$ cat src/rtl/bennett_op_scheduler.sv
// Round-robin arbiter and Bennett-cycle sequencer for one shared adiabatic adder.
// Each grant walks ramp-up, peak hold, ramp-down and release, then returns the peak result.
module bennett_op_scheduler #(
    parameter int unsigned N      = 2,
    parameter int unsigned W      = 8,
    parameter int unsigned STAGES = 11,
    parameter int unsigned HOLD   = 1
) (
    input  logic              clk,
    input  logic              reset_n,
    input  logic [N-1:0]      req,
    input  logic [N*W-1:0]    a_in,
    input  logic [N*W-1:0]    b_in,
    input  logic [W:0]        dp_result,
    output logic [N-1:0]      grant,
    output logic              busy,
    output logic [W-1:0]      op_a,
    output logic [W-1:0]      op_b,
    output logic [STAGES-1:0] clkp,
    output logic [STAGES-1:0] clkn,
    output logic [W:0]        result,
    output logic [N-1:0]      done
);

    localparam int unsigned MaxCnt = (STAGES > HOLD) ? STAGES : HOLD;
    localparam int unsigned CW     = $clog2(MaxCnt + 1);
    localparam int unsigned PW     = (N > 1) ? $clog2(N) : 1;
    localparam logic [CW-1:0] LastStage = CW'(STAGES - 1);
    localparam logic [CW-1:0] LastHold  = CW'(HOLD - 1);
    localparam logic [PW-1:0] LastReq   = PW'(N - 1);

    typedef enum logic [2:0] {
        StIdle,
        StRampUp,
        StPeak,
        StRampDown,
        StRelease
    } state_e;

    state_e            state_q;
    logic [CW-1:0]     cnt_q;
    logic [PW-1:0]     ptr_q;
    logic [PW-1:0]     owner_q;
    logic [N-1:0]      grant_q;
    logic [N-1:0]      done_q;
    logic [W-1:0]      op_a_q;
    logic [W-1:0]      op_b_q;
    logic [W:0]        result_q;
    logic [STAGES-1:0] clkp_q;

    logic              found;
    logic [PW-1:0]     sel_idx;
    int unsigned       idx;

    // First asserted request at or after the pointer, wrapping around.
    always_comb begin
        found   = 1'b0;
        sel_idx = '0;
        idx     = 0;
        for (int unsigned i = 0; i < N; i++) begin
            idx = (int'(ptr_q) + i) % N;
            if (!found && req[idx]) begin
                found   = 1'b1;
                sel_idx = PW'(idx);
            end
        end
    end

    always_ff @(posedge clk or negedge reset_n) begin
        if (!reset_n) begin
            state_q  <= StIdle;
            cnt_q    <= '0;
            ptr_q    <= '0;
            owner_q  <= '0;
            grant_q  <= '0;
            done_q   <= '0;
            op_a_q   <= '0;
            op_b_q   <= '0;
            result_q <= '0;
            clkp_q   <= '0;
        end else begin
            case (state_q)
                StIdle: begin
                    clkp_q  <= '0;
                    done_q  <= '0;
                    grant_q <= '0;
                    if (found) begin
                        grant_q <= N'(1) << sel_idx;
                        owner_q <= sel_idx;
                        op_a_q  <= a_in[sel_idx*W +: W];
                        op_b_q  <= b_in[sel_idx*W +: W];
                        cnt_q   <= '0;
                        clkp_q  <= STAGES'(1);
                        state_q <= StRampUp;
                    end
                end
                StRampUp: begin
                    if (cnt_q == LastStage) begin
                        cnt_q   <= '0;
                        state_q <= StPeak;
                    end else begin
                        cnt_q  <= cnt_q + 1'b1;
                        clkp_q <= (clkp_q << 1) | STAGES'(1);
                    end
                end
                StPeak: begin
                    if (cnt_q == LastHold) begin
                        result_q <= dp_result;
                        cnt_q    <= '0;
                        clkp_q   <= clkp_q >> 1;
                        state_q  <= StRampDown;
                    end else begin
                        cnt_q <= cnt_q + 1'b1;
                    end
                end
                StRampDown: begin
                    if (cnt_q == LastStage) begin
                        cnt_q   <= '0;
                        clkp_q  <= '0;
                        done_q  <= grant_q;
                        state_q <= StRelease;
                    end else begin
                        cnt_q  <= cnt_q + 1'b1;
                        clkp_q <= clkp_q >> 1;
                    end
                end
                StRelease: begin
                    done_q  <= '0;
                    grant_q <= '0;
                    clkp_q  <= '0;
                    cnt_q   <= '0;
                    ptr_q   <= (owner_q == LastReq) ? '0 : owner_q + 1'b1;
                    state_q <= StIdle;
                end
                default: begin
                    state_q <= StIdle;
                    clkp_q  <= '0;
                    grant_q <= '0;
                    done_q  <= '0;
                    cnt_q   <= '0;
                end
            endcase
        end
    end

    assign grant  = grant_q;
    assign busy   = (state_q != StIdle);
    assign op_a   = op_a_q;
    assign op_b   = op_b_q;
    assign clkp   = clkp_q;
    assign clkn   = ~clkp_q;
    assign result = result_q;
    assign done   = done_q;

endmodule

$ cat config.mk
export PLATFORM = sky130hd
export DESIGN_NAME = bennett_op_scheduler
export DESIGN_NICKNAME = d
export VERILOG_FILES = /design/src/rtl/bennett_op_scheduler.sv
export SDC_FILE = /design/constraint.sdc
export NUM_CORES = 1
export LEC_CHECK = 0
export CORE_MARGIN = 2
export CORE_UTILIZATION = 46
export DETAILED_ROUTE_END_ITERATION = 6
export GPL_ROUTABILITY_DRIVEN = 0
export PLACE_DENSITY = 0.88
export SYNTH_ARGS = -nofsm -noshare
export SYNTH_HDL_FRONTEND = slang
export SYNTH_SLANG_ARGS = --single-unit
$ cat constraint.sdc
create_clock -name clk -period 4.6 [get_ports clk]
set_input_delay 0.69 -clock clk [delete_from_list [all_inputs] [get_ports clk]]
set_output_delay 0.69 -clock clk [all_outputs]
set_load 0.02 [all_outputs]
==> After elaboration in Yosys (flattened, before gate mapping) <==
Cells that the tools add are included.
{ "word_totals": {"reg_bits": 49, "in_bits": 45, "out_inout_bits": 52, "elab_cells": 70} }
{ "op_classes": {"add_sub_neg": 3, "order_cmp": 2, "eq_ne": 10, "shift": 3, "mux": 27, "n_bitwise": 2, "n_reduce_logical": 13} }
{ "ops": {"columns": ["op", "n"], "rows": [
  ["$pmux 11 s4", 1],
  ["$shiftx 16x5->8", 2],
  ["$mux 11", 2],
  ["$mux 3", 4],
  ["$mux 4", 3],
  ["$pmux 3 s4", 1],
  ["$pmux 4 s3", 1],
  ["$not 11->11", 1],
  ["$mux 1", 10],
  ["$mux 10", 1],
  ["$ne 2x2->1 const B", 5],
  ["$pmux 2 s2", 2],
  ["$reduce_and 2->1", 4],
  ["$eq 3x2->1 const B", 2],
  ["$add 4x1->4 const B", 1],
  ["$eq 4x4->1 const B", 1],
  ["$logic_not 4->1", 1],
  ["$lt 1x2->1 const B", 2],
  ["$mux 2", 2],
  ["$reduce_and 4->1", 1],
  ["$reduce_or 2->1", 2],
  ["$eq 3x1->1 const B", 1],
  ["$eq 3x3->1 const B", 1],
  ["$logic_not 3->1", 1],
  ["other kinds (7)", 8]
]} }

==> Longest topological paths before layout <==
{ "logic_depth": {"ltp_word": 9, "mapped_depth": 7, "depth_no_buf": 6} }

==> Least setup slack after synthesis <==
No wires, ideal clock.
{ "synth_path": {"path_kind": "reg-to-reg", "start": "register cnt_q[0]", "end": "register result_q[0] (netlist: result[0])", "setup_ns": 0.125, "arrival_ns": 1.660, "required_time_ns": 4.475, "slack_ns": 2.815, "path_stages_with_launch": 7, "path_buffers": 1, "synth_period_minus_slack_ns": 1.785, "cell_sequence": "dfrtp_1 > inv_1 > ha_1 > nand2b_1 > or4b_1 > buf_6 > mux2_4"} }
{ "synth_between": {"elab_chain_cells": 2} }
{ "synth_lines": {"columns": ["item", "line", "source"], "rows": [
  ["start, declared", "41", "logic [CW-1:0] cnt_q;"],
  ["start signal, assigned", "102", "cnt_q <= cnt_q + 1'b1;"],
  ["start signal, assigned", "113", "cnt_q <= cnt_q + 1'b1;"],
  ["start signal, assigned", "123", "cnt_q <= cnt_q + 1'b1;"],
  ["$logic_not 4->1", "107", "if (cnt_q == LastHold) begin"],
  ["$reduce_and 2->1 (no source line)", null, null],
  ["end signal, assigned", "108", "result_q <= dp_result;"],
  ["end, declared", "48", "logic [W:0] result_q;"]
]} }
Every way passes these cells.
A chain may end at the register's enable or synchronous reset.

==> Worst setup path after layout <==
{ "layout_path": {"start": "register state_q[1]", "end": "output busy"} }
{ "layout_between": {"elab_chain_cells": 1} }
{ "layout_lines": {"columns": ["item", "line", "source"], "rows": [
  ["start, declared", "40", "state_e state_q;"],
  ["start signal, assigned", "71", "state_q <= StIdle;"],
  ["start signal, assigned", "94", "state_q <= StRampUp;"],
  ["start signal, assigned", "100", "state_q <= StPeak;"],
  ["$reduce_bool 3->1", "147", "assign busy = (state_q != StIdle);"],
  ["end, declared", "16", "output logic busy,"]
]} }
Every way passes these cells.

==> out/qor.tcl <==
set qor(run_status) {finished clean}
set qor(worst_setup_slack_for_register_to_register_paths_ns) 2.29
set qor(count_of_unique_library_cells_instantiated_by_yosys) 36
set qor(synth.top_cells.by_count) {dfrtp_1, o21ai_0, nand2_1, inv_1, mux2i_1}
set qor(p_sw_mw) 0.949
set qor(detail-route-antenna-nets) 0
set qor(fmaxAchievable_mhz) 366
set qor(synth_top_area_cell) {dfrtp_1}
set qor(grt_setup_unrepaired) {false}
set qor(drv.max_cap_violation_count) 0
set qor(synth_seq_cells) 49
set qor(totalWireLength_mm) 5.94
set qor(path_clk_slew_ns) 0.08
set qor(critical-path-slowest-cell) {dfrtp_1}
set qor(synthesis.instances) 227
set qor(critical_path.cell_chain) {or3_1 -> clkdlybuf4s50_1}
set qor(period_share_pct) 59.3
set qor(comb_power_share_pct) 53.2
set qor(p_seq_share_pct) 35.8
set qor(clockRootBuffer) {clkbuf_8}
set qor(crit_path_start_kind) {flip-flop}
set qor(tritoncts_clock_tree) {built}
set qor(async_flop_share_pct) 100
set qor(crit_required_ns) 3.91
set qor(ir_drop_v) 0.000354
set qor(cts_made_buffers) 5
set qor(cp.depth) 2
set qor(finalSetupViolCount) 0
set qor(critPathCaptureType) {primary output}
set qor(wl_per_cell_um) 15.4
set qor(area.growth.synth_to_final_pct) 44.8
set qor(number_of_global_route_vias_before_repair) 2153
set qor(worst-setup-path-type) {reg -> out}
set qor(cts.repair.resized) 0
set qor(cell_types_with_the_largest_area_share_after_synthesis) {dfrtp_1, mux2i_1, mux2_4}
set qor(cts.repair_timing.setup_buffer_count) 0
set qor(full_die_area_um2) 5780
set qor(synth-compound-area-share_pct) 17.8
set qor(timing.reg2reg.worst_path_depth) 3
set qor(synth_ff_type) {dfrtp_1}
set qor(synth_adder_area_share_pct) 1.57
set qor(via_per_inst) 5.41
set qor(cpPeakStageDelay_ns) 0.64
set qor(core.rowCount) 26
set qor(post_synth_mux_area_share_pct) 13.3
set qor(layout_cells_sized_above_1_pct) 6.98
set qor(layout_min_cycle_time_ns) 2.73
set qor(synth_area_um2) 2390
set qor(power.switching_fraction_pct) 40.9
set qor(multi_input_area_um2) 1030
set qor(main_combinational_cell_family_by_area_after_synthesis) {compound AO/OA/AOI/OAI gates}
set qor(critical_path.top_delay_family) {flip-flops}
set qor(yosysTopAreaCellShare_pct) 51.4
set qor(die_w_um) 76.0
set qor(hold_path_end) {ptr_q}
set qor(setup_tns_ns) 0
set qor(die-height_um) 76.0
set qor(synthesis.nets) 275
set qor(hold_viol) 0
set qor(worstSkewPairLatency_ns) 0.30
set qor(post_synth.cell_area_avg_um2) 10.5
set qor(nets) 363
set qor(clock_tree.htree_level_count) 2
set qor(hp-class) {reg -> reg}
set qor(detail_route.drc_violations) 0
set qor(path_max_fanout) 24
set qor(ys.warnings.count) 0
set qor(place.port_buffers) 96
set qor(boundaryPins) 97
set qor(synth.yosys.seq_area_share_pct) 51.4
set qor(detailed_place_hpwl_mm) 4.28
set qor(ff_latch_area_um2) 1230
set qor(crit-reg2reg-launch) {state_q[1]}
set qor(drt_pre_antenna_iters) 4
set qor(hold_path_depth) 1
set qor(effective_utilization_at_floorplan_pct) 47.3
set qor(rr_endpoint) {result[3]}
set qor(global_route.usage.total_pct) 21.7
set qor(synth-simple-area-share_pct) 10.3
set qor(fin_worst_skew_ns) 0.00702
set qor(holdCritStartpoint) {owner_q}
set qor(layout.filler_cells) 387
set qor(power_frac_clock_pct) 11.0
set qor(final_area_um2) 3450
set qor(synth_xor_xnor_area_share_pct) 0
set qor(power_density_nw_per_um2) 672
set qor(antenna_found_initial) 0
set qor(clock-sinks) 49
set qor(cell_internal_pwr_mw) 1.37
set qor(cts-hold-fix-buffers) 0
set qor(floorplan.core_area_um2) 5040
set qor(antenna_cells_inserted) 0
set qor(via_count) 2083
set qor(pin_count_of_the_biggest_net_entering_global_routing) 50
set qor(grt_first_pass_wirelength_mm) 10.2
set qor(overflow) 0
set qor(power_leakage_nw) 1.55
set qor(worst-endpoint-arrival_ns) 2.04
set qor(number_of_enable_type_register_cells_in_the_synthesized_netlist) 0
set qor(relSlewSlack_pct) 23.0
set qor(drv_slew) 0
set qor(cell_with_the_most_instances_after_synthesis) {dfrtp_1}
set qor(detailedRoute.firstIterationViolations) 175
set qor(clk_path_buf_depth) 2
set qor(critical_path_buffer_and_inverter_count) 1
set qor(timing_worst_slew_pin_value_ns) 1.15
set qor(place_area_um2) 3370
## placed cells by master, fill, tap and decap left out, drive strengths merged, types with 3 or more instances in the layout
cell type and n:
clkbuf 7, nor2 6, ha 3, inv 17, o21ai 26, or3 3, a211oi 9, a21oi 15
a32oi 9, clkdlybuf4s50 95, mux2 11, dfrtp 49, nor2b 3, mux2i 16, nand2 21, nor3 4
## power groups by stage
| stage | clock network (mW) | logic, mW | registers [mW] |
|---|---|---|---|
| after detailed placement | 0 | 1.24 | 0.835 |
| after global placement | 0 | 1.20 | 0.826 |
| after global routing | 0.274 | 1.34 | 0.866 |
| final | 0.257 | 1.24 | 0.831 |
| after floorplan | 0 | 0.508 | 0.976 |
| after CTS | 0.264 | 1.24 | 0.828 |
## flip-flops by register name (all words and copies together) (netlist names)
register,count
state_q,3
ptr_q,1
grant,2
done,2
result,9
owner_q,1
op_a,8
clkp,11
op_b,8
cnt_q,4
## worst max path at each step
stage / slack (ns) / end / from
after floorplan: 2.81 / result[0] / cnt_q[0]
after global placement: 1.90 / op_b[6] / req[0]
after detailed placement: 1.82 / op_b[2] / req[0]
after CTS: 1.89 / busy / state_q[1]
after global routing: 1.76 / busy / state_q[1]
final: 1.87 / busy / state_q[1]
## worst reg2reg max path, cell delays in order, from the launching register on
cell     delay, ns
dfrtp_1       0.78
nor2b_4       0.28
or4b_1        0.74
mux2_4        0.40
## kinds of logic after synthesis
family | count (synthesis)
AOI/OAI and AO/OA | 69
adders and majority gates | 3
buffers and inverters | 32
DFF | 49
muxes | 27
and+or+nand+nor | 47
## final cells by class
type | instances | area share [%]
timing repair buffer | 96 | 27.7
inverter | 17 | 1.85
multi-input combinational | 146 | 30.0
sequential | 49 | 35.5
clock buffer | 7 | 2.50
tap | 70 | 2.54
## stage by stage
| stage | hold slack [ns] | total power [mW] | utilization, % | setup WS [ns] | std cells |
|---|---|---|---|---|---|
| after floorplan | 0.394 | 1.48 | - | 2.81 | 227 |
| after global placement | 0.446 | 2.03 | 66.8 | 1.90 | 378 |
| after detailed placement | 0.450 | 2.07 | 66.8 | 1.82 | 378 |
| after CTS | 0.462 | 2.34 | 68.5 | 1.89 | 385 |
| after global routing | 0.495 | 2.48 | 68.5 | 1.76 | 385 |
| final | 0.458 | 2.32 | 68.5 | 1.87 | 385 |
## metal layers
metal | vias up | track usage, % | share of wire, % | wire length, um
li1 | 981 | - | - | -
met1 | 988 | 25.8 | 38 | 2260
met2 | 98 | 36.1 | 50 | 2950
met3 | 16 | 7.82 | 9.6 | 573
met4 | 0 | 8.36 | 2.6 | 155
met5 | - | 0 | 0 | 0
(Power assumes the default switching activity.)
